`src/rtl/ethernet_pkg.sv`:
```
// Shared Ethernet TX/RX definitions: FIFO word layout between the mux, the
// AXI-Stream bridges and the RX side, plus the TX bridge state encoding.
package ethernet_pkg;

  localparam int ETH_FIFO_W    = 74;
  localparam int ETH_TKEEP_W   = 8;
  localparam int ETH_TDATA_W   = 64;
  localparam int ETH_TKEEP_LSB = 66;
  localparam int ETH_TDATA_LSB = 2;
  localparam int ETH_TLAST_BIT = 1;
  localparam int ETH_TUSER_BIT = 0;

  // Field order matches {tkeep[73:66], tdata[65:2], tlast[1], tuser[0]}.
  typedef struct packed {
    logic [ETH_TKEEP_W-1:0] tkeep;
    logic [ETH_TDATA_W-1:0] tdata;
    logic                   tlast;
    logic                   tuser;
  } eth_fifo_word_t;

  typedef enum logic [1:0] {
    TX_IDLE  = 2'd0,
    TX_FRAME = 2'd1,
    TX_DROP  = 2'd2
  } eth_tx_state_e;

endpackage

```
`src/rtl/axis_skid_buf.sv`:
```
// Two-entry skid buffer with registered outputs: an output register plus one
// overflow slot, so s_ready depends only on flop state.
module axis_skid_buf #(
  parameter int DATA_W = 8
) (
  input  logic              clk,
  input  logic              rst,
  input  logic              s_valid,
  output logic              s_ready,
  input  logic [DATA_W-1:0] s_data,
  output logic              m_valid,
  input  logic              m_ready,
  output logic [DATA_W-1:0] m_data
);

  logic              out_valid_q, out_valid_d;
  logic [DATA_W-1:0] out_data_q,  out_data_d;
  logic              skid_valid_q, skid_valid_d;
  logic [DATA_W-1:0] skid_data_q,  skid_data_d;
  logic              push;
  logic              out_free;

  assign s_ready = !skid_valid_q;
  assign m_valid = out_valid_q;
  assign m_data  = out_data_q;

  always_comb begin
    push         = s_valid && s_ready;
    out_free     = !out_valid_q || m_ready;
    out_valid_d  = out_valid_q;
    out_data_d   = out_data_q;
    skid_valid_d = skid_valid_q;
    skid_data_d  = skid_data_q;
    if (out_free) begin
      if (skid_valid_q) begin
        out_valid_d  = 1'b1;
        out_data_d   = skid_data_q;
        skid_valid_d = 1'b0;
      end else begin
        out_valid_d = push;
        if (push) out_data_d = s_data;
      end
    end else if (push) begin
      skid_valid_d = 1'b1;
      skid_data_d  = s_data;
    end
  end

  // NOTE: data registers are reset too, so downstream sees all-zero outputs after reset.
  always_ff @(posedge clk) begin
    if (rst) begin
      out_valid_q  <= 1'b0;
      out_data_q   <= '0;
      skid_valid_q <= 1'b0;
      skid_data_q  <= '0;
    end else begin
      out_valid_q  <= out_valid_d;
      out_data_q   <= out_data_d;
      skid_valid_q <= skid_valid_d;
      skid_data_q  <= skid_data_d;
    end
  end

endmodule

```
`src/rtl/eth_tx_axis_bridge.sv`:
```
// Pops FWFT words from the TX mux and drives the MAC AXI-Stream port, dropping
// idle words, truncating oversize frames and counting completed frames.
module eth_tx_axis_bridge
  import ethernet_pkg::*;
#(
  parameter int MAX_BEATS = 190,
  parameter int CNT_W     = 32
) (
  input  logic                  clk156,
  input  logic                  eth_rst,
  output logic                  fifo_rd_en,
  input  logic [ETH_FIFO_W-1:0] fifo_dout,
  input  logic                  fifo_empty,
  output logic [63:0]           m_axis_tdata,
  output logic [7:0]            m_axis_tkeep,
  output logic                  m_axis_tlast,
  output logic                  m_axis_tuser,
  output logic                  m_axis_tvalid,
  input  logic                  m_axis_tready,
  output logic [CNT_W-1:0]      stat_frames,
  output logic [CNT_W-1:0]      stat_errors
);

  localparam logic [15:0] CAP_M1 = 16'(MAX_BEATS - 1);

  eth_fifo_word_t in_word, fwd_word, out_word;
  eth_tx_state_e  state_q, state_d;
  logic [15:0]    beat_q, beat_d;
  logic           err_q, err_d;
  logic [CNT_W-1:0] frames_q, frames_d, errors_q, errors_d;
  logic           idle_word, at_cap, skid_ready, push_valid, accept;

  assign in_word = fifo_dout;
  assign at_cap  = (state_q == TX_FRAME) && (beat_q == CAP_M1) && !in_word.tlast;

  always_ff @(posedge clk156) begin
    if (eth_rst) begin
      state_q  <= TX_IDLE;
      beat_q   <= '0;
      err_q    <= 1'b0;
      frames_q <= '0;
      errors_q <= '0;
    end else begin
      state_q  <= state_d;
      beat_q   <= beat_d;
      err_q    <= err_d;
      frames_q <= frames_d;
      errors_q <= errors_d;
    end
  end

  always_comb begin
    state_d = state_q;
    beat_d  = beat_q;
    err_d   = err_q;
    if (fifo_rd_en) begin
      unique case (state_q)
        TX_IDLE: begin
          if (!idle_word) begin
            beat_d = 16'd1;
            err_d  = in_word.tuser && !in_word.tlast;
            if (!in_word.tlast) state_d = TX_FRAME;
          end
        end
        TX_FRAME: begin
          beat_d = beat_q + 16'd1;
          err_d  = err_q || in_word.tuser;
          if (in_word.tlast || at_cap) begin
            beat_d  = '0;
            err_d   = 1'b0;
            state_d = in_word.tlast ? TX_IDLE : TX_DROP;
          end
        end
        TX_DROP: begin
          if (in_word.tlast) state_d = TX_IDLE;
        end
        default: state_d = TX_IDLE;
      endcase
    end
  end

  // NOTE: every signal written here gets a default first, so no latch is inferred.
  always_comb begin
    idle_word  = (state_q == TX_IDLE) && (in_word.tkeep == '0);
    fifo_rd_en = !fifo_empty && ((state_q == TX_DROP) || idle_word || skid_ready);
    push_valid = fifo_rd_en && (state_q != TX_DROP) && !idle_word;
    fwd_word       = in_word;
    fwd_word.tuser = in_word.tlast && (in_word.tuser || err_q);
    if (at_cap) begin
      fwd_word.tlast = 1'b1;
      fwd_word.tuser = 1'b1;
    end
  end

  axis_skid_buf #(.DATA_W(ETH_FIFO_W)) u_skid (
    .clk     (clk156),
    .rst     (eth_rst),
    .s_valid (push_valid),
    .s_ready (skid_ready),
    .s_data  (fwd_word),
    .m_valid (m_axis_tvalid),
    .m_ready (m_axis_tready),
    .m_data  (out_word)
  );

  always_comb begin
    accept   = m_axis_tvalid && m_axis_tready && m_axis_tlast;
    frames_d = frames_q + CNT_W'(accept);
    errors_d = errors_q + CNT_W'(accept && m_axis_tuser);
  end

  assign m_axis_tdata = out_word.tdata;
  assign m_axis_tkeep = out_word.tkeep;
  assign m_axis_tlast = out_word.tlast;
  assign m_axis_tuser = out_word.tuser;
  assign stat_frames  = frames_q;
  assign stat_errors  = errors_q;

endmodule

```
`config.mk`:
```
export PLATFORM = sky130hd
export DESIGN_NAME = eth_tx_axis_bridge
export DESIGN_NICKNAME = d
export VERILOG_FILES = /design/src/rtl/ethernet_pkg.sv /design/src/rtl/axis_skid_buf.sv /design/src/rtl/eth_tx_axis_bridge.sv
export SDC_FILE = /design/constraint.sdc
export NUM_CORES = 1
export LEC_CHECK = 0
export BUFFER_PORTS_ARGS = -buffer_cell sky130_fd_sc_hd__buf_2
export CAP_MARGIN = 20
export CORE_MARGIN = 4
export CORE_UTILIZATION = 55
export CTS_CLUSTER_DIAMETER = 150
export DETAILED_ROUTE_END_ITERATION = 8
export PLACE_DENSITY = 0.83
export SLEW_MARGIN = 5
export SYNTH_ARGS = -nofsm -noshare
export SYNTH_HDL_FRONTEND = slang
export SYNTH_SLANG_ARGS = --single-unit
export TNS_END_PERCENT = 100
```
`constraint.sdc`:
```
create_clock -name clk156 -period 6.5 [get_ports clk156]
set_clock_uncertainty 0.05 [all_clocks]
set_input_delay 1.3 -clock clk156 [delete_from_list [all_inputs] [get_ports clk156]]
set_output_delay 1.3 -clock clk156 [all_outputs]
set_load 0.01 [all_outputs]
```
==> results of run 1 <==
cell type report:
class / count / area (µm²) / area share (%)
Clock inverter: 10 / 108 / 0.925
Sequential cell: 233 / 4670 / 40.1
Multi-Input combinational cell: 798 / 4670 / 40.1
Timing Repair Buffer: 225 / 1170 / 10.1
Clock buffer: 32 / 692 / 5.95
Inverter: 13 / 48.8 / 0.419
Tap cell: 225 / 282 / 2.42
worst max-delay path: cells and delay by family:
family / cells / cell delay, ps
AND/OR/NAND/NOR: 2 / 1110
AO/OA/AOI/OAI: 1 / 360
buffers and inverters: 2 / 290
state kept, by name (all words and copies together) (netlist names):
| signal | count |
|---|---|
| u_skid.m_valid | 1 |
| u_skid.skid_valid_q | 1 |
| u_skid.m_data | 74 |
| stat_frames | 32 |
| u_skid.skid_data_q | 74 |
| state_q | 2 |
| stat_errors | 32 |
| beat_q | 16 |
| err_q | 1 |
layer usage:
layer / track usage (%) / wire length (µm)
met1: 29.6 / 10100
met2: 37.8 / 11000
met3: 6.04 / 1970
met4: 6.73 / 603
met5: 0 / 12
where the power goes:
part,internal (µW),switching [µW],leakage (µW),total [µW]
Combinational,102,158,0.00224,260
Sequential,1480,32.1,0.00190,1520
Clock,827,556,0.000401,1380
path summary, 6_finish.rpt:
check                                     start                             endpoint  cells past startpoint
min reg2reg  u_skid.skid_data_q[3]$_SDFFE_PP0P_   u_skid.skid_data_q[3]$_SDFFE_PP0P_                      2
max reg2reg    u_skid.skid_valid_q$_SDFFE_PP0P_  u_skid.skid_data_q[56]$_SDFFE_PP0P_                      7
min          u_skid.skid_data_q[3]$_SDFFE_PP0P_   u_skid.skid_data_q[3]$_SDFFE_PP0P_                      2
max                               fifo_dout[69]                           fifo_rd_en                      5
synth_stat cells (2+ instances only):
master	instances	area (µm²)
nor4_1	15	93.8
or2_2	3	18.8
nor4b_1	2	17.5
nand4_1	30	188
o21ai_0	15	75.1
o32ai_1	3	26.3
clkbuf_1	65	244
a21oi_1	88	440
nor3b_1	3	22.5
inv_1	12	45.0
nand2_1	171	642
and3_1	8	50.1
nand3b_1	2	15.0
a211oi_1	73	548
or3_1	7	43.8
nor2_1	151	567
and2_1	3	18.8
buf_1	4	15.0
nor2b_1	6	37.5
or4b_2	2	20.0
nand3_1	35	175
nor3_1	14	70.1
and4_1	7	61.3
ha_1	6	75.1
xor2_1	39	342
xnor2_1	22	193
dfxtp_1	233	4660
mux2i_1	73	731
per-stage QoR:
| step | utilization, % | instances | setup slack, ps | hold slack [ps] | instance area (µm²) |
|---|---|---|---|---|---|
| detailed placement | 62.7 | 1492 | 2100 | 398 | 10800 |
| global placement | 62.7 | 1492 | 2100 | 391 | 10800 |
| CTS | 67.3 | 1534 | 2130 | 406 | 11600 |
| global route | 67.5 | 1536 | 1870 | 421 | 11600 |
| finish | 67.5 | 1536 | 2080 | 402 | 11600 |
| floorplan | - | 1115 | 2850 | 386 | 9640 |
layout by cell type, fill, tap and decap left out, types with 8 or more instances in the layout:
cell,netlist,routed
xnor2_1,22,22
dfxtp_1,233,232
o21ai_0,15,15
nand4_1,30,30
nor2_1,151,151
inv_1,12,12
nand2_1,171,170
nor3_1,14,14
mux2i_1,73,73
a211oi_1,73,73
a21oi_1,88,88
clkbuf_16,0,25
xor2_1,39,39
buf_2,1,216
nand3_1,35,35
nor4_1,15,15
and3_1,8,8
kinds of logic (layout without fill, tap and decap cells):
family                   Yosys count  in the layout
AND/OR/NAND/NOR                  466            466
flip-flops                       233            233
AO/OA/AOI/OAI                    192            192
buffers and inverters             84            280
multiplexers                      73             73
XOR/XNOR                          61             61
adder cells (fa/ha/maj)            6              6
==> flow_summary.ini, run 1 <==
[clock_tree]
htree_levels = 1
numClockSinks = 233
cts.repair.resized = 0
cts.clk_slew.worst_paths_ps = 60
cts_buffers = 25
cts_setup_buffers = 0
cts.root.buffer_cell = clkbuf_16
cts_tree = built
hold_buffers = 0
clk_path_buf_depth = 3
insertion_delay_ps = 510

[setup_path]
start_kind = input pin
crit_top_cell = buf_2
reg2reg_slack_ps = 2990
crit_arrival_ps = 3070
end_kind = primary output
worstPathCellList = buf_2 > nor4_1 > nand3_1 > a21oi_1 > buf_2
crit_fanout = 16
cp_slowest_cell = nand3_1
path_class = input pin to primary output
slowest_delay_ps = 570
cp.required_ps = 5150

[floorplan]
io-pin-count = 218
die_x_um = 140
chipHeight_um = 140
num_rows = 48
die_area_um2 = 19700
core_area_um2 = 17200
start_util_pct = 56.0

[detailed_routing]
avgViaCountPerCell = 5.59
drt-initial-drc-count = 363
drt_pre_antenna_iters = 5
drc = 0
wl_um = 23700
wl_per_cell_um = 15.4
ant_nets = 0
num_vias = 8587

[global_route]
grt_max_degree = 129
grt_pass1_wl_um = 38700
track_usage_pct = 22.9
antenna_found_initial = 1
first_global_vias = 8020
overflow = 0

[flow_run]
drv_cap = 0

[logic_synthesis]
synth_top_family_by_area = simple AND/OR/NAND/NOR gates
synth_cell_type_count = 51
ys_warn_count = 0
syn-num-nets = 1199
synthesis.area_um2 = 9640
muxShareOfSynthArea_pct = 7.58
netlist_instances = 1115
ys.flop_type = dfxtp_1
ys_seq_elements = 233
synthXorXnorAreaFrac_pct = 5.54
synth_compound_area_share_pct = 12.4
async_flop_share_pct = 0
synthAdderAreaFrac_pct = 0.778
synth_edf_count = 0
synthSimpleGateAreaFrac_pct = 22.0
syn-mean-instance-area_um2 = 8.65
seq_area_frac_synth_pct = 48.4

[cells_and_area]
layout.nets = 1380
area_growth_pct = 20.6
fillCellCount = 1368
drive_gt1_share_pct = 21.2
diodes = 0

[power]
p_per_area_nw_per_um2 = 271
peakVddDrop_v = 0.000270
leakagePower_uw = 0.00454
p_total_uw = 3160

[min_path]
hold_path.class = flop to flop

[place]
gp_congestion = 0.877
port-buffer-count = 217
dp_hpwl_um = 15400

[sta]
setup-tns-final_ps = 0
setup_viol_count_final = 0
report.final.slew_viol_count = 0
slew_headroom_pct = 33.5
rsz0062_at_grt = no
fin_crit_ps = 4420
finalHoldViolCount = 0
clock.fmax_ghz = 0.226
worstMarginPinSlew_ps = 998
period_share_pct = 68.0

[outcome]
outcome = finished, final reports clean
Note: power is estimated with default switching activity, not from simulation.
==> run 2, diff against run 1 <==
--- a/config.mk
+++ b/config.mk
@@ -8,10 +8,10 @@
 export BUFFER_PORTS_ARGS = -buffer_cell sky130_fd_sc_hd__buf_2
 export CAP_MARGIN = 20
 export CORE_MARGIN = 4
-export CORE_UTILIZATION = 55
+export CORE_UTILIZATION = 49
 export CTS_CLUSTER_DIAMETER = 150
 export DETAILED_ROUTE_END_ITERATION = 8
-export PLACE_DENSITY = 0.83
+export PLACE_DENSITY = 0.78
 export SLEW_MARGIN = 5
 export SYNTH_ARGS = -nofsm -noshare
 export SYNTH_HDL_FRONTEND = slang
==> constraint.sdc (replaced) <==
create_clock -name clk156 -period 3.8 [get_ports clk156]
set_clock_uncertainty 0.05 [all_clocks]
set_input_delay 0.76 -clock clk156 [delete_from_list [all_inputs] [get_ports clk156]]
set_output_delay 0.76 -clock clk156 [all_outputs]
set_load 0.01 [all_outputs]
==> run 2 against run 1 <==
Power rose by 74%. Clock power is 78% higher. Sequential share of layout area is 0.43 points lower. Largest cell class is now multi-input gates. Final cell count rose by 2.9%. Global-route usage shrank 2.1 points. Sequential power is 70% higher. Highest routed layer unchanged.
==> flow_summary.ini, run 2 (synthesis gave the netlist of run 1 again) <==
[outcome]
outcome = finished, final reports clean

[min_path]
hold_path.class = flop to flop

[setup_path]
critical_path.startpoint = fifo_dout[69]
end_kind = primary output
start_kind = input pin
path_class = input pin to primary output
crit_fanout = 11
r2r_cells = 6
crit_path_end = fifo_rd_en
reg2reg_slack_ps = 1080
crit_arrival_ps = 2500
reg2reg_from = u_skid.skid_valid_q$_SDFFE_PP0P_
cp.required_ps = 2990
rr_endpoint = u_skid.m_data[40]$_SDFFE_PP0P_

[place]
port-buffer-count = 217
dp_hpwl_um = 15500
placed_cell_area_um2 = 10900
gp_congestion = 0.870

[cells_and_area]
layout_commonest_cell = dfxtp_1
fillCellCount = 1726
final_cell_mix = 232 x dfxtp_1, 216 x buf_2, 170 x nand2_1
area_growth_pct = 21.9
layout.nets = 1382
fin_util_pct = 60.6
multiInputGateArea_um2 = 4670
stdcell_area_um2 = 11800
ff_latch_area_um2 = 4670
drive_gt1_share_pct = 21.1

[detailed_routing]
drt-initial-drc-count = 382
drc = 0
drt_pre_antenna_iters = 5
ant_nets = 0
avgViaCountPerCell = 5.28
wl_per_cell_um = 14.9
num_vias = 8342
wl_um = 23600

[global_route]
track_usage_pct = 20.8
grt_max_degree = 159
use_met1_pct = 27.5
antenna_found_initial = 4
use_met3_pct = 6.09
overflow = 0
first_global_vias = 7769
grt_pass1_wl_um = 38800
grt_busiest_layer = met2
grt_use_met2_pct = 33.1

[floorplan]
die_x_um = 148
core_area_um2 = 19400
die_area_um2 = 22000
io-pin-count = 218
chipHeight_um = 148
num_rows = 51
start_util_pct = 49.7

[sta]
clock.fmax_ghz = 0.302
setup_viol_count_final = 0
fin_crit_ps = 3310
period_share_pct = 87.1
worst_hold_slack_ps = 402
setup-tns-final_ps = 0
report.final.slew_viol_count = 0
finalHoldViolCount = 0
worstMarginPinSlew_ps = 873
slew_headroom_pct = 41.8
rsz0062_at_grt = no

[clock_tree]
insertion_delay_ps = 510
clk_path_buf_depth = 3
cts_buffers = 25
numClockSinks = 233
cts.clk_slew.worst_paths_ps = 50
cts_setup_buffers = 0
cts_tree = built
cts.root.buffer_cell = clkbuf_16
hold_buffers = 0
htree_levels = 1
cts.repair.resized = 0

[power]
swShare_pct = 23.0
p_comb_share_pct = 8.1
power.share.clock_pct = 44.6
p_switching_uw = 1260
p_per_area_nw_per_um2 = 466
leakagePower_uw = 0.00456
p_total_uw = 5480
peakVddDrop_v = 0.000328
seq_power_share_pct = 47.2
p_int_uw = 4220

[flow_run]
drv_cap = 0
[run 2: changes by cell type in the layout (fill, tap and decap cells not counted), sizes merged]
cell	previous run	this run
clkinv	8	2
clkbuf	33	38
buf	224	227
diode	0	2
bufinv	2	3
[run 2: worst min-delay path by stage]
| stage | startpoint | to | cells after the start |
|---|---|---|---|
| after floorplan | u_skid.skid_data_q[10]$_SDFFE_PP0P_ | u_skid.skid_data_q[10]$_SDFFE_PP0P_ | 2 |
| after global placement | u_skid.skid_data_q[35]$_SDFFE_PP0P_ | u_skid.skid_data_q[35]$_SDFFE_PP0P_ | 2 |
| after detailed placement | u_skid.skid_data_q[16]$_SDFFE_PP0P_ | u_skid.skid_data_q[16]$_SDFFE_PP0P_ | 2 |
| after CTS | u_skid.skid_data_q[16]$_SDFFE_PP0P_ | u_skid.skid_data_q[16]$_SDFFE_PP0P_ | 2 |
| after global routing | fifo_dout[8] | u_skid.skid_data_q[8]$_SDFFE_PP0P_ | 3 |
| final | u_skid.skid_data_q[14]$_SDFFE_PP0P_ | u_skid.skid_data_q[14]$_SDFFE_PP0P_ | 2 |
[run 2: worst max-delay path, cell delays in order]
cell and delay, ps:
buf_2 120, nor4_1 650, nand3_1 360, buf_4 280, a21oi_1 170, buf_2 160
[run 2: area by class of cell]
cell class / count / share of cell area [%]
diodes: 2 / 0.0426
well taps: 265 / 2.82
repair buffers: 227 / 10.2
multi-input cells: 798 / 39.7
clock buffers: 38 / 6.16
flip-flops and latches: 233 / 39.7
clock inverters: 5 / 0.883
inverters: 13 / 0.415
[run 2: stage by stage]
stage / std cells / setup WS [ps]
finish: 1581 / 489
global route: 1581 / 446
CTS: 1579 / 541
detailed placement: 1536 / 538
global placement: 1536 / 570
floorplan: 1115 / 1080
[run 2: power groups by stage]
stage | logic, µW | clock network [µW] | registers [µW]
after floorplan | 231 | 0 | 2670
final | 446 | 2450 | 2590
after detailed placement | 447 | 0 | 2640
after CTS | 449 | 2490 | 2590
after global placement | 438 | 0 | 2640
after global routing | 499 | 2610 | 2600
[run 2: metal layers]
layer | vias up | share of wire [%] | wire, µm
met3 | 41 | 8.2 | 1940
met5 | - | 0.11 | 27
met1 | 3818 | 44 | 10300
li1 | 4244 | - | -
met2 | 235 | 45 | 10700
met4 | 4 | 2.5 | 600
==> run 3, diff against run 2 <==
--- a/config.mk
+++ b/config.mk
@@ -8,10 +8,10 @@
 export BUFFER_PORTS_ARGS = -buffer_cell sky130_fd_sc_hd__buf_2
 export CAP_MARGIN = 20
 export CORE_MARGIN = 4
-export CORE_UTILIZATION = 49
+export CORE_UTILIZATION = 55
 export CTS_CLUSTER_DIAMETER = 150
 export DETAILED_ROUTE_END_ITERATION = 8
-export PLACE_DENSITY = 0.78
+export PLACE_DENSITY = 0.83
 export SLEW_MARGIN = 5
 export SYNTH_ARGS = -nofsm -noshare
 export SYNTH_HDL_FRONTEND = slang
==> constraint.sdc (replaced) <==
create_clock -name clk156 -period 4 [get_ports clk156]
set_clock_uncertainty 0.05 [all_clocks]
set_input_delay 0.8 -clock clk156 [delete_from_list [all_inputs] [get_ports clk156]]
set_output_delay 0.8 -clock clk156 [all_outputs]
set_load 0.01 [all_outputs]
==> run 3 against run 2 <==
Power is 6.2% lower. Core utilization is 7.1 points higher. Clock power shrank 8%. Non-clock buffer count unchanged. Combinational power is 5.8% lower. First-iteration DRC count rose by 11%. Count of clock-buffer cells in the layout shrank 4. Largest power group unchanged. Highest routed layer unchanged.
==> flow_summary.ini, run 3 (synthesis gave the netlist of run 1 again) <==
[outcome]
outcome = finished, final reports clean

[detailed_routing]
drt_pre_antenna_iters = 5
avgViaCountPerCell = 5.51
wl_per_cell_um = 15.3
num_vias = 8487
ant_nets = 0
drc = 0
wl_um = 23600
drt-initial-drc-count = 425

[cells_and_area]
layout_commonest_cell = dfxtp_1
diodes = 0
layout.nets = 1382
final_cell_mix = 232 x dfxtp_1, 216 x buf_2, 170 x nand2_1
area_growth_pct = 21.1
fin_cells = 1541
drive_gt1_share_pct = 21.4

[clock_tree]
cts.root.buffer_cell = clkbuf_16
numClockSinks = 233
cts.clk_slew.worst_paths_ps = 60
htree_levels = 1
clk_path_buf_depth = 3
cts_tree = built
insertion_delay_ps = 510
cts_setup_buffers = 0
cts_buffers = 25
hold_buffers = 0
cts.repair.resized = 0

[place]
dp.cells = 1496
gp_congestion = 0.824
dp_hpwl_um = 15400
port-buffer-count = 217

[power]
peakVddDrop_v = 0.000301
leakagePower_uw = 0.00456
p_per_area_nw_per_um2 = 440
p_total_uw = 5140

[floorplan]
start_util_pct = 56.0
io-pin-count = 218
die_x_um = 140
die_area_um2 = 19700
core_area_um2 = 17200
chipHeight_um = 140
num_rows = 48

[setup_path]
start_kind = input pin
end_kind = primary output
cp_num_cells = 5
path_class = input pin to primary output
crit_arrival_ps = 2630
cp.required_ps = 3150
path_buf_inv = 2
reg2reg_slack_ps = 1020
worstPathCellList = buf_2 > nor4_1 > nand3_1 > a21oi_1 > buf_2
crit_fanout = 16
r2r_cells = 6
crit_family = simple AND/OR/NAND/NOR gates
rr_endpoint = u_skid.m_data[14]$_SDFFE_PP0P_
cp_slowest_cell = nor4_1
crit_top_cell = buf_2
slowest_delay_ps = 660
reg2reg_from = u_skid.skid_valid_q$_SDFFE_PP0P_

[global_route]
antenna_found_initial = 1
grt_pass1_wl_um = 38300
track_usage_pct = 22.8
overflow = 0
grt_max_degree = 134
first_global_vias = 7687

[sta]
rsz0062_at_grt = no
slew_headroom_pct = 34.9
period_share_pct = 87.1
clock.fmax_ghz = 0.287
finalHoldViolCount = 0
setup-tns-final_ps = 0
setup_viol_count_final = 0
worstMarginPinSlew_ps = 977
fin_crit_ps = 3480
report.final.slew_viol_count = 0

[min_path]
hold_depth = 2
hold_path.class = flop to flop
holdPathEnd = u_skid.skid_data_q[14]$_SDFFE_PP0P_
worstHoldStart = u_skid.skid_data_q[14]$_SDFFE_PP0P_

[flow_run]
drv_cap = 0
-- run 3: changes by cell type in the layout (fill, tap and decap cells not counted), sizes merged --
cell      previous run  this run
bufinv               3         2
clkinv               2         9
clkbuf              38        34
inv                 13        12
diode                2         0
clkinvlp             0         1
-- run 3: per-layer routing --
| layer | wire length [µm] | track usage, % |
|---|---|---|
| met1 | 10100 | 30.3 |
| met2 | 10800 | 36.7 |
| met3 | 2180 | 6.21 |
| met4 | 535 | 6.17 |
| met5 | 7 | 0 |
-- run 3: where the power goes --
group          internal, µW  total (µW)  switching [µW]
logic                   166         420             254
registers              2410        2460            53.2
clock network          1350        2260             906
total                  3930        5140            1210
-- run 3: tightest hold or removal path: stages (launching register included) --
cell,delay (ps)
dfxtp_1,310
nand2_1,50
a21oi_1,50
-- run 3: how the worst max path moves through the flow --
stage | startpoint | end | slack, ps
2_1_floorplan | m_axis_tready | stat_errors[26]$_SDFF_PP0_ | 1240
3_3_place_gp | fifo_dout[69] | u_skid.m_data[25]$_SDFFE_PP0P_ | 450
3_5_place_dp | fifo_dout[69] | u_skid.m_data[40]$_SDFFE_PP0P_ | 340
4_1_cts | fifo_dout[69] | fifo_rd_en | 600
5_1_grt | fifo_dout[69] | fifo_rd_en | 460
6_report | fifo_dout[69] | fifo_rd_en | 520
-- run 3: layout make-up --
class | instances | area, µm²
fill | 1385 | 5560
inverter | 13 | 48.8
multi-input combinational | 798 | 4670
sequential | 233 | 4670
timing repair buffer | 227 | 1190
clock buffer | 34 | 699
tap | 225 | 282
clock inverter | 11 | 111
-- run 3: per-stage QoR --
| stage | setup slack, ps | utilization, % | hold WS, ps | cell area (µm²) |
|---|---|---|---|---|
| after CTS | 595 | 67.7 | 405 | 11700 |
| after detailed placement | 338 | 63.0 | 396 | 10900 |
| after global routing | 456 | 67.7 | 418 | 11700 |
| final | 517 | 67.7 | 401 | 11700 |
| after global placement | 453 | 63.0 | 391 | 10900 |
| after floorplan | 1240 | - | 386 | 9640 |
